==> src/rtl/lbus_pkg.sv <==
// rtl/lbus_pkg.sv - shared local-bus constants, state type and helpers
package lbus_pkg;

    localparam int          LBUS_ADDR_W      = 32;
    localparam int          LBUS_DATA_W      = 32;
    localparam int          LBUS_STRB_W      = LBUS_DATA_W / 8;
    localparam int          LBUS_TIMEOUT_CYC = 16;
    localparam logic [31:0] LBUS_ERR_RDATA   = 32'hDEAD_BEEF;

    typedef enum logic [2:0] {
        S_IDLE,
        S_WR,
        S_RD_ISSUE,
        S_RD_WAIT,
        S_RESP
    } lbus_state_e;

    function automatic logic is_misaligned(input logic [1:0] addr_lsb);
        return addr_lsb != 2'b00;
    endfunction

endpackage

==> src/rtl/lbus_timeout_ctr.sv <==
// rtl/lbus_timeout_ctr.sv - wait-cycle counter flagging the last allowed cycle
module lbus_timeout_ctr #(
    parameter int TIMEOUT_CYC = 16
) (
    input  logic clk_i,
    input  logic rst_ni,
    input  logic clr_i,
    input  logic en_i,
    output logic expired_o
);

    localparam int CNT_W = $clog2(TIMEOUT_CYC + 1);
    localparam logic [CNT_W-1:0] LAST = CNT_W'(TIMEOUT_CYC - 1);

    logic [CNT_W-1:0] cnt_q;
    logic [CNT_W-1:0] cnt_d;

    assign expired_o = (cnt_q == LAST);

    // Holds at LAST so a stalled enable can never wrap back to zero
    always_comb begin
        cnt_d = cnt_q;
        if (clr_i) begin
            cnt_d = '0;
        end else if (en_i && !expired_o) begin
            cnt_d = cnt_q + CNT_W'(1);
        end
    end

    always_ff @(posedge clk_i or negedge rst_ni) begin
        if (!rst_ni) begin
            cnt_q <= '0;
        end else begin
            cnt_q <= cnt_d;
        end
    end

endmodule

==> src/rtl/lbus_master.sv <==
// rtl/lbus_master.sv - single-outstanding CPU-to-local-bus initiator
module lbus_master
    import lbus_pkg::*;
#(
    parameter int                ADDR_W      = LBUS_ADDR_W,
    parameter int                DATA_W      = LBUS_DATA_W,
    parameter int                STRB_W      = DATA_W / 8,
    parameter int                TIMEOUT_CYC = LBUS_TIMEOUT_CYC,
    parameter logic [DATA_W-1:0] ERR_RDATA   = DATA_W'(LBUS_ERR_RDATA)
) (
    input  logic              clk,
    input  logic              rst,
    input  logic              req_valid,
    output logic              req_ready,
    input  logic              req_write,
    input  logic [ADDR_W-1:0] req_addr,
    input  logic [DATA_W-1:0] req_wdata,
    input  logic [STRB_W-1:0] req_wstrb,
    output logic              resp_valid,
    input  logic              resp_ready,
    output logic [DATA_W-1:0] resp_rdata,
    output logic              resp_err,
    output logic [ADDR_W-1:0] waddr,
    output logic [DATA_W-1:0] wdata,
    output logic [STRB_W-1:0] wstrb,
    output logic              wen,
    input  logic              wready,
    output logic [ADDR_W-1:0] raddr,
    output logic              ren,
    input  logic [DATA_W-1:0] rdata,
    input  logic              rvalid
);

    lbus_state_e       state_q, state_d;
    logic [ADDR_W-1:0] addr_q, addr_d;
    logic [DATA_W-1:0] wdata_q, wdata_d;
    logic [STRB_W-1:0] wstrb_q, wstrb_d;
    logic [DATA_W-1:0] rdata_q, rdata_d;
    logic              err_q, err_d;
    logic              ctr_clr;
    logic              ctr_en;
    logic              ctr_expired;

    lbus_timeout_ctr #(
        .TIMEOUT_CYC(TIMEOUT_CYC)
    ) u_timeout (
        .clk_i    (clk),
        .rst_ni   (rst),
        .clr_i    (ctr_clr),
        .en_i     (ctr_en),
        .expired_o(ctr_expired)
    );

    always_comb begin
        state_d   = state_q;
        addr_d    = addr_q;
        wdata_d   = wdata_q;
        wstrb_d   = wstrb_q;
        rdata_d   = rdata_q;
        err_d     = err_q;
        req_ready = 1'b0;
        wen       = 1'b0;
        ren       = 1'b0;
        ctr_clr   = 1'b1;
        ctr_en    = 1'b0;

        case (state_q)
            S_IDLE: begin
                req_ready = 1'b1;
                if (req_valid) begin
                    addr_d  = req_addr;
                    wdata_d = req_wdata;
                    wstrb_d = req_wstrb;
                    rdata_d = '0;
                    err_d   = 1'b0;
                    if (is_misaligned(req_addr[1:0])) begin
                        err_d   = 1'b1;
                        rdata_d = req_write ? '0 : ERR_RDATA;
                        state_d = S_RESP;
                    end else if (req_write) begin
                        state_d = S_WR;
                    end else begin
                        state_d = S_RD_ISSUE;
                    end
                end
            end

            S_WR: begin
                wen     = 1'b1;
                ctr_clr = 1'b0;
                ctr_en  = 1'b1;
                if (wready) begin
                    state_d = S_RESP;
                end else if (ctr_expired) begin
                    err_d   = 1'b1;
                    state_d = S_RESP;
                end
            end

            // rvalid here may be left over from a previous access, so it is ignored
            S_RD_ISSUE: begin
                ren     = 1'b1;
                state_d = S_RD_WAIT;
            end

            // rvalid is tested before expiry so a last-cycle response still succeeds
            S_RD_WAIT: begin
                ren     = 1'b1;
                ctr_clr = 1'b0;
                ctr_en  = 1'b1;
                if (rvalid) begin
                    rdata_d = rdata;
                    state_d = S_RESP;
                end else if (ctr_expired) begin
                    err_d   = 1'b1;
                    rdata_d = ERR_RDATA;
                    state_d = S_RESP;
                end
            end

            S_RESP: begin
                if (resp_ready) begin
                    state_d = S_IDLE;
                end
            end

            default: begin
                state_d = S_IDLE;
            end
        endcase
    end

    always_ff @(posedge clk or negedge rst) begin
        if (!rst) begin
            state_q <= S_IDLE;
            addr_q  <= '0;
            wdata_q <= '0;
            wstrb_q <= '0;
            rdata_q <= '0;
            err_q   <= 1'b0;
        end else begin
            state_q <= state_d;
            addr_q  <= addr_d;
            wdata_q <= wdata_d;
            wstrb_q <= wstrb_d;
            rdata_q <= rdata_d;
            err_q   <= err_d;
        end
    end

    assign resp_valid = (state_q == S_RESP);
    assign resp_rdata = rdata_q;
    assign resp_err   = err_q;

    assign waddr = wen ? addr_q  : '0;
    assign wdata = wen ? wdata_q : '0;
    assign wstrb = wen ? wstrb_q : '0;
    assign raddr = ren ? addr_q  : '0;

endmodule

==> config.mk <==
export PLATFORM = sky130hd
export DESIGN_NAME = lbus_master
export DESIGN_NICKNAME = d
export VERILOG_FILES = /design/src/rtl/lbus_pkg.sv /design/src/rtl/lbus_timeout_ctr.sv /design/src/rtl/lbus_master.sv
export SDC_FILE = /design/constraint.sdc
export NUM_CORES = 1
export LEC_CHECK = 0
export ABC_AREA = 1
export CAP_MARGIN = 25
export CORE_MARGIN = 2
export CORE_UTILIZATION = 40
export CTS_CLUSTER_DIAMETER = 40
export DETAILED_ROUTE_END_ITERATION = 8
export PLACE_DENSITY_LB_ADDON = 0.05
export SYNTH_ARGS = -nofsm -noshare
export SYNTH_HDL_FRONTEND = slang
export SYNTH_SLANG_ARGS = --single-unit
==> constraint.sdc <==
create_clock -name clk -period 2.83 [get_ports clk]
set_clock_uncertainty 0.05 [all_clocks]
set_input_delay 0.849 -clock clk [delete_from_list [all_inputs] [get_ports clk]]
set_output_delay 0.849 -clock clk [all_outputs]
set_load 0.005 [all_outputs]
==> results of run 1 <==
-- critical path: cells and delay by family, from the launching register on --
kind | cells | cell delay (ns)
and+or+nand+nor | 2 | 0.33
DFF | 1 | 0.44
buffers and inverters | 3 | 0.74
-- cell families (layout without fill, tap and decap cells) --
kind of cell | Yosys count | in the layout | share of synthesized area, %
flip-flops | 109 | 109 | 51.1
XOR/XNOR | 1 | 1 | 0.164
AO/OA/AOI/OAI | 101 | 101 | 12.4
adder cells (fa/ha/maj) | 2 | 2 | 0.469
buffers and inverters | 128 | 365 | 10.8
AND/OR/NAND/NOR | 343 | 343 | 25.0
-- cell usage in the layout (no fill, tap or decap), drive strengths merged --
cell type and n:
o21ai 29, dlymetal6s2s 4, o21bai 1, dfrtp 109, xor2 1, nand3 7, a211oi 1, nor3 7
clkinvlp 2, inv 90, nor2 181, clkbuf 11, a21oi 70, clkdlybuf4s50 238, buf 18, clkinv 2
ha 2, nand4 2, nand2 146
-- registers in the layout (all words and copies together), names as in the netlist --
| signal | count |
|---|---|
| resp_rdata | 32 |
| state_q | 3 |
| resp_err | 1 |
| wdata_q | 32 |
| wstrb_q | 4 |
| u_timeout.cnt_q | 5 |
| addr_q | 32 |
-- stage by stage --
step           util (%)  worst slack [ns]  cells
4_1_cts            62.3          0.000436   1094
6_report           62.8            0.0859   1097
3_3_place_gp       60.1             0.333   1079
2_1_floorplan         -             0.735    684
3_5_place_dp       60.1             0.312   1079
5_1_grt            62.8          0.000141   1097
-- final timing paths --
| check | startpoint | end | slack [ns] |
|---|---|---|---|
| min reg2reg | resp_rdata[29] | resp_rdata[29] | 0.42 |
| max reg2reg | u_timeout.cnt_q[0] | resp_rdata[14] | 0.55 |
| max | state_q[2] | wen | 0.09 |
| max in group asynchronous | rst | addr_q[11] | 1.65 |
| min in group asynchronous | rst | resp_rdata[4] | 0.43 |
| min | resp_rdata[29] | resp_rdata[29] | 0.42 |
-- power by group --
group | leakage (nW) | switching (mW) | internal (mW)
logic | 2.70 | 1.59 | 1.39
registers | 1.28 | 0.241 | 2.20
clock network | 0.127 | 0.558 | 0.614
total | 4.10 | 2.39 | 4.20
-- metal layers --
layer	up-vias	wire, um
met1	2327	6450
met3	21	1080
li1	2528	-
met4	0	265
met5	-	0
met2	183	7350
-- area by class of cell --
class,count,area (um^2),share of cell area [%]
repair buffers,260,2640,32.0
well taps,176,220,2.67
clock inverters,4,25.0,0.303
clock buffers,11,243,2.94
inverters,90,340,4.12
multi-input cells,447,2050,24.8
flip-flops and latches,109,2730,33.1
-- timing repair --
item                                    4_1_cts  5_1_grt
setup buffers                                 0        3
endpoints found under the hold margin         0        0
endpoints found under the setup margin       68       76
pin swaps                                     0        0
resized for setup                             5       10
==> results by stage, run 1 <==
STA:
- The number of hold violations in the final report was 0.
- The final setup TNS is 0 ns.
- The final critical path takes up 97.0% of the cycle.
- The final worst hold slack is 0.424 ns.
- Setup repair after global routing left no endpoint under its margin.
- The transition time at the pin with the least slew margin is 0.573 ns.
- For this run, the top clock speed supported by timing is 364 MHz.
- Setup violations remaining at the end of the flow were counted as 0.
- The remaining max-slew budget at the tightest pin is 61.8%.
- The shortest period the worst path allows is 2.74 ns.
- The number of pins exceeding their max-slew limit in the final report came to 0.

Pwr:
- The post-route total power is 6.59 mW.
- In this run the static leakage power is 4.10 nW.
- Across the VDD grid, the largest voltage drop is 0.316 mV.
- The power per cell area is 798 nW/um^2.

Synthesis:
- The flip-flop cell with the highest count after synthesis is sky130_fd_sc_hd__dfrtp_1.
- The unique cell type count in the Yosys netlist is 22.
- Ranked by total cell area, the synthesized netlist is headed by sky130_fd_sc_hd__dfrtp_1 (51%), sky130_fd_sc_hd__nor2_1 (13%), sky130_fd_sc_hd__nand2_1 (10%).
- Summing every instance area after synthesis gives 5340 um^2.
- Summing the sequential cell areas from Yosys gives 51.1% of the chip area.
- The synthesized area per cell is 7.80 um^2.
- For this run, the number of Yosys warnings is 0.
- The number of enable flip-flop cells after synthesis is 0.
- Of all cell types, the one taking the most synthesized area is sky130_fd_sc_hd__dfrtp_1.
- The leading cell type by number of instances after synthesis is sky130_fd_sc_hd__nor2_1.
- Synthesis produced a netlist with a net count of 793.
- Counting flops with an async set or reset pin after synthesis yields a share of 100%.
- In the synthesized netlist, the cells that appear most often are sky130_fd_sc_hd__nor2_1 (179), sky130_fd_sc_hd__nand2_1 (142), sky130_fd_sc_hd__dfrtp_1 (109).
- The cell count after synthesis came out at 684.
- The share of synthesized area in the top cell type comes to 51.1%.
- The total of flip-flops plus latches after synthesis is 109.

Clock tree:
- The clock reaches the later pin of the worst-skew pair after 0.35 ns.
- The hold buffer count at CTS is 0.
- The tree is rooted in a sky130_fd_sc_hd__clkbuf_16.
- Counting the buffers created by CTS gives 9.
- After clock tree synthesis, the clock-pin slew on the worst setup and hold paths is 0.07 ns.
- No sink is reached through more buffers than the 2 on the longest clock path.
- For this design, the sink count on the clock tree is 109.
- In this run the number of H-tree levels came out at 3.
- TritonCTS built the clock tree.

Detailed routing:
- In the routed layout, each cell is associated on average with a via count of 4.61.
- The routed wire length is 15100 um.
- The number of routed nets with antenna violations is 0.
- The total DRC errors in the routed layout is 0.
- The wire length per cell after detailed routing is 13.8 um.
- The number of detailed-route iterations in the first pass is 4.
- Summing over every cut layer, the via total after detailed routing is 5059.
- The first routing iteration left 296 violations.

Global routing:
- The met2 usage is 36.6%.
- The total global routing overflow is 0.
- The first global-routing pass estimated 24800 um of wire.
- Global routing used 21.7% of the available tracks across all layers.
- In the global route stage, met3 resource usage came out at 5.04%.
- The largest net degree at the start of global routing is 79.
- The layer flagged by global routing as most heavily used is met2.
- The number of antenna violations at the first check in global routing was 0.
- Global routing consumed, on the met1 layer, 27.9% of the routing resources.
- The via count of the first global-routing pass was 4967.

Placed design:
- Summed over all nets, the half-perimeter wirelength after detailed placement is 11200 um.
- During placement, the flow inserted port buffers numbering 243.
- Once placement finished, the instance area stood at 7900 um^2.
- Routability-driven placement finished with a final weighted congestion of 0.933.

Setup path:
- The critical path class is flop to output pin.
- At the worst endpoint, the required time is 1.93 ns.
- The endpoint kind of the worst setup timing path is an output pin.
- The launching element type of the critical path is a flop.
- The signal arrival time at the worst endpoint is 1.85 ns.
- The largest single stage delay on the critical path is 0.53 ns.
- The library cell contributing the largest single delay on the critical path is sky130_fd_sc_hd__clkdlybuf4s50_1.
- The signal on the critical path passes through inv_4 > buf_12 > nand2_2 > nor2_1 > clkdlybuf4s50_1.
- The number of cells on the worst reg-to-reg path is 11.
- The largest fanout of any net on the critical path is 9.

Layout:
- The total inserted antenna cells is 0.
- The area growth from synthesis to layout is 54.6%.
- The net count reported at finish is 1026.
- The proportion of layout cells with a drive suffix above 1 is 9.34%.
- The filler cell count in the final layout is 1161.
- Summing all non-filler instances in the final layout gives an area of 8250 um^2.

Floorplanning:
- The area of the core is 13100 um^2.
- The row count is 42.
- The number of primary I/O pins is 244.
- For this configuration, the core starts out at a cell density of 40.6%.
- From left edge to right edge, the die measures 119 um.
- The floorplan step defined a die boundary enclosing 14300 um^2.
- From bottom edge to top edge, the die measures 119 um.

Flow run:
- Across the run, the number of max-cap violations was 0.

Hold path:
- Counting instances, the worst hold path has a depth of 2.
- The path type of the worst min-delay path is flop to flop.

Status:
- The flow ran to the end, and the final reports show no timing, DRC or antenna violations.
No activity file was read; power rests on OpenSTA's default activity.
==> inputs of run 2 (changes only) <==
==> constraint.sdc (replaced) <==
create_clock -name clk -period 2.6 [get_ports clk]
set_clock_uncertainty 0.05 [all_clocks]
set_input_delay 0.78 -clock clk [delete_from_list [all_inputs] [get_ports clk]]
set_output_delay 0.78 -clock clk [all_outputs]
set_load 0.005 [all_outputs]
==> results by stage, run 2 (same netlist as run 1, synthesis figures left out) <==
Status:
- The run finished with clean final reports.

Setup path:
- In this run the register-to-register setup slack is 0.31 ns.
- The number of cells on the worst reg-to-reg path is 11.
- The number of buffers and inverters on the critical path is 2.
- The launching element of the worst setup path is state_q[1].
- The critical path depth is 3.
- By startpoint and endpoint, the worst setup path is classified as flop to output pin.
- Along the worst path, the maximum fanout reaches 6.
- STA classifies the critical path startpoint as a flop.
- The family of cells with the greatest summed delay on the critical path is buffers and inverters.
- The endpoint identified for the worst register-to-register timing path is resp_rdata[6].
- The worst setup path is captured at an output pin.
- Data on the critical path arrives at its endpoint at 1.72 ns.
- The library cell contributing the largest single delay on the critical path is sky130_fd_sc_hd__clkdlybuf4s50_1.
- In this run the critical register-to-register path is launched from u_timeout.cnt_q[0].
- The maximum single-stage delay on the critical path is 0.55 ns.
- Traced cell by cell, the critical path runs through buf_4 > nor3_4 > clkdlybuf4s50_1.
- The endpoint of the worst setup timing path is resp_valid.
- Data on the critical path is required at its endpoint by 1.77 ns.

Floorplanning:
- For this configuration, the core starts out at a cell density of 40.6%.
- The die covers 14300 um^2.
- The die is 119 um wide.
- The die span in y is 119 um.
- The initialized floorplan defines 42 standard-cell rows.
- The number of primary I/O pins is 244.
- The area of the core is 13100 um^2.

Hold path:
- The path type of the worst min-delay path is primary input to async pin.

Layout:
- The total inserted antenna cells is 0.
- The number of cells in the finished layout apart from fillers is 1106.
- At the end of the flow, the number of nets in the layout was 1035.
- The post-route netlist has 10.8% of its cells at a drive strength greater than 1.
- The library cells used most frequently in the layout, excluding fill and tap cells, are sky130_fd_sc_hd__nor2_1 (176), sky130_fd_sc_hd__nand2_1 (142), sky130_fd_sc_hd__clkdlybuf4s50_1 (141).
- The final instance area is 8450 um^2.
- Compared with the post-synthesis result, the final layout area differs by 58.4%.
- The fraction of the core area covered by cells at the end of the flow is 64.3%.
- The library cell used most frequently in the layout, excluding fill and tap cells, is sky130_fd_sc_hd__nor2_1.
- Fill cells in the final layout number 1167.

Clock tree:
- The hold buffer count at CTS is 0.
- The sink count of the clock tree is 109.
- The clock reaches the later pin of the worst-skew pair after 0.34 ns.
- CTS placed an instance of sky130_fd_sc_hd__clkbuf_16 at the clock tree root.
- The maximum root-to-sink buffer count is 2.
- The level count of the clock H-tree is 3.
- TritonCTS built the clock tree.
- The clock-pin slew on the worst setup and hold paths is 0.07 ns.
- Clock tree synthesis inserted a total of 9 buffers.

Detailed routing:
- After detailed routing, the number of remaining DRC violations is 0.
- Summed over all layers, the routed wires come to 15700 um.
- The first TritonRoute pass finished after 4 iterations.
- The average via count per standard cell is 4.63.
- The detail route stage leaves a number of antenna-violating nets equal to 0.
- For this block, the via count after detailed routing is 5123.
- In the final routed layout, each cell accounts on average for 14.2 um.
- The initial DRC count is 358.

STA:
- The highest clock frequency the design can meet is 393 MHz.
- Measured against its own limit, the worst slew margin works out to 58.8%.
- The final setup TNS is 0 ns.
- The number of pins exceeding their max-slew limit in the final report is 0.
- The worst path uses 98.0% of the clock period.
- Once routing completed, OpenROAD measured the worst setup slack at 0.0532 ns.
- Setup repair after global routing left no endpoint under its margin.
- Setup violations remaining at the end of the flow were counted as 0.
- On the final layout, the worst hold slack is 0.407 ns.
- The number of hold violations in the final report is 0.
- The transition time at the pin with the least slew margin is 0.619 ns.
- The shortest period the worst path allows is 2.55 ns.

Pwr:
- The net switching share of the total power is 36.2%.
- The post-route total power is 7.33 mW.
- The worst-case IR drop observed on VDD is 0.404 mV.
- In this run the power density over the cells is 867 nW/um^2.
- The share of total power dissipated in sequential elements is 36.1%.
- The internal portion of the total power is 4.68 mW.
- Combinational cells account for 45.0% of the total power.
- The switching component of the power is 2.65 mW.
- The share of total power in the clock network is 18.9%.
- The leakage dissipation is 5.09 nW.

Placed design:
- Summing all placed instances gives a cell area of 7920 um^2.
- Before CTS, the worst setup slack after placement is 0.203 ns.
- The quantity of I/O buffers inserted on ports is 243.
- At the end of routability-driven placement, the weighted congestion stood at 0.843.
- The HPWL after detailed placement is 11000 um.
- The placed instance count is 1078.

Flow run:
- Max-cap violations in this run came to 0.

Global routing:
- Global routing used 28.0% of the available met1 tracks.
- Entering global routing, the biggest net connects 110 pins.
- The total track usage is 22.0%.
- After global routing the overflow that remains totals 0.
- For this run, global-route usage on met3 was measured as 5.13%.
- The first global-routing pass estimated 25000 um of wire.
- The via count of the first global-routing pass is 5068.
- The most crowded layer after global routing is met2.
- The met2 usage is 37.1%.
- The number of antenna violations at the first check in global routing is 0.
[run 2: worst min path at each step]
stage	from	end	slack, ns	depth (start not counted)
CTS	resp_rdata[10]	resp_rdata[10]	0.43	2
global route	resp_rdata[9]	resp_rdata[9]	0.45	2
global placement	resp_rdata[22]	resp_rdata[22]	0.40	2
finish	rst	resp_rdata[13]	0.41	2
detailed placement	resp_rdata[31]	resp_rdata[31]	0.41	2
floorplan	addr_q[0]	addr_q[0]	0.41	2
[run 2: what timing repair did]
item / in CTS / in global routing
pin swaps: 0 / 2
endpoints found under the setup margin: 102 / 37
buffers inserted: 5 / 5
cloned: 2 / 1
resized for setup: 78 / 43
[run 2: layer usage]
metal / routed length [um] / up-vias
li1: - / 2547
met2: 7650 / 180
met4: 269 / 0
met3: 1040 / 19
met1: 6730 / 2377
met5: 0 / -
[run 2: cell type report]
cell class / instances / area, um^2 / share of cell area, %
Timing Repair Buffer: 269 / 2780 / 32.9
Inverter: 90 / 343 / 4.06
Clock buffer: 11 / 253 / 2.99
Clock inverter: 4 / 47.5 / 0.562
Tap cell: 176 / 220 / 2.61
Sequential cell: 109 / 2730 / 32.3
Multi-Input combinational cell: 447 / 2080 / 24.6
[run 2: power by group through the flow]
stage          clock network [mW]  registers, mW  logic (mW)
2_1_floorplan                   0           2.64        1.83
3_3_place_gp                    0           2.65        3.16
3_5_place_dp                    0           2.67        3.23
4_1_cts                      1.42           2.65        3.26
5_1_grt                      1.49           2.72        3.68
6_report                     1.39           2.64        3.30
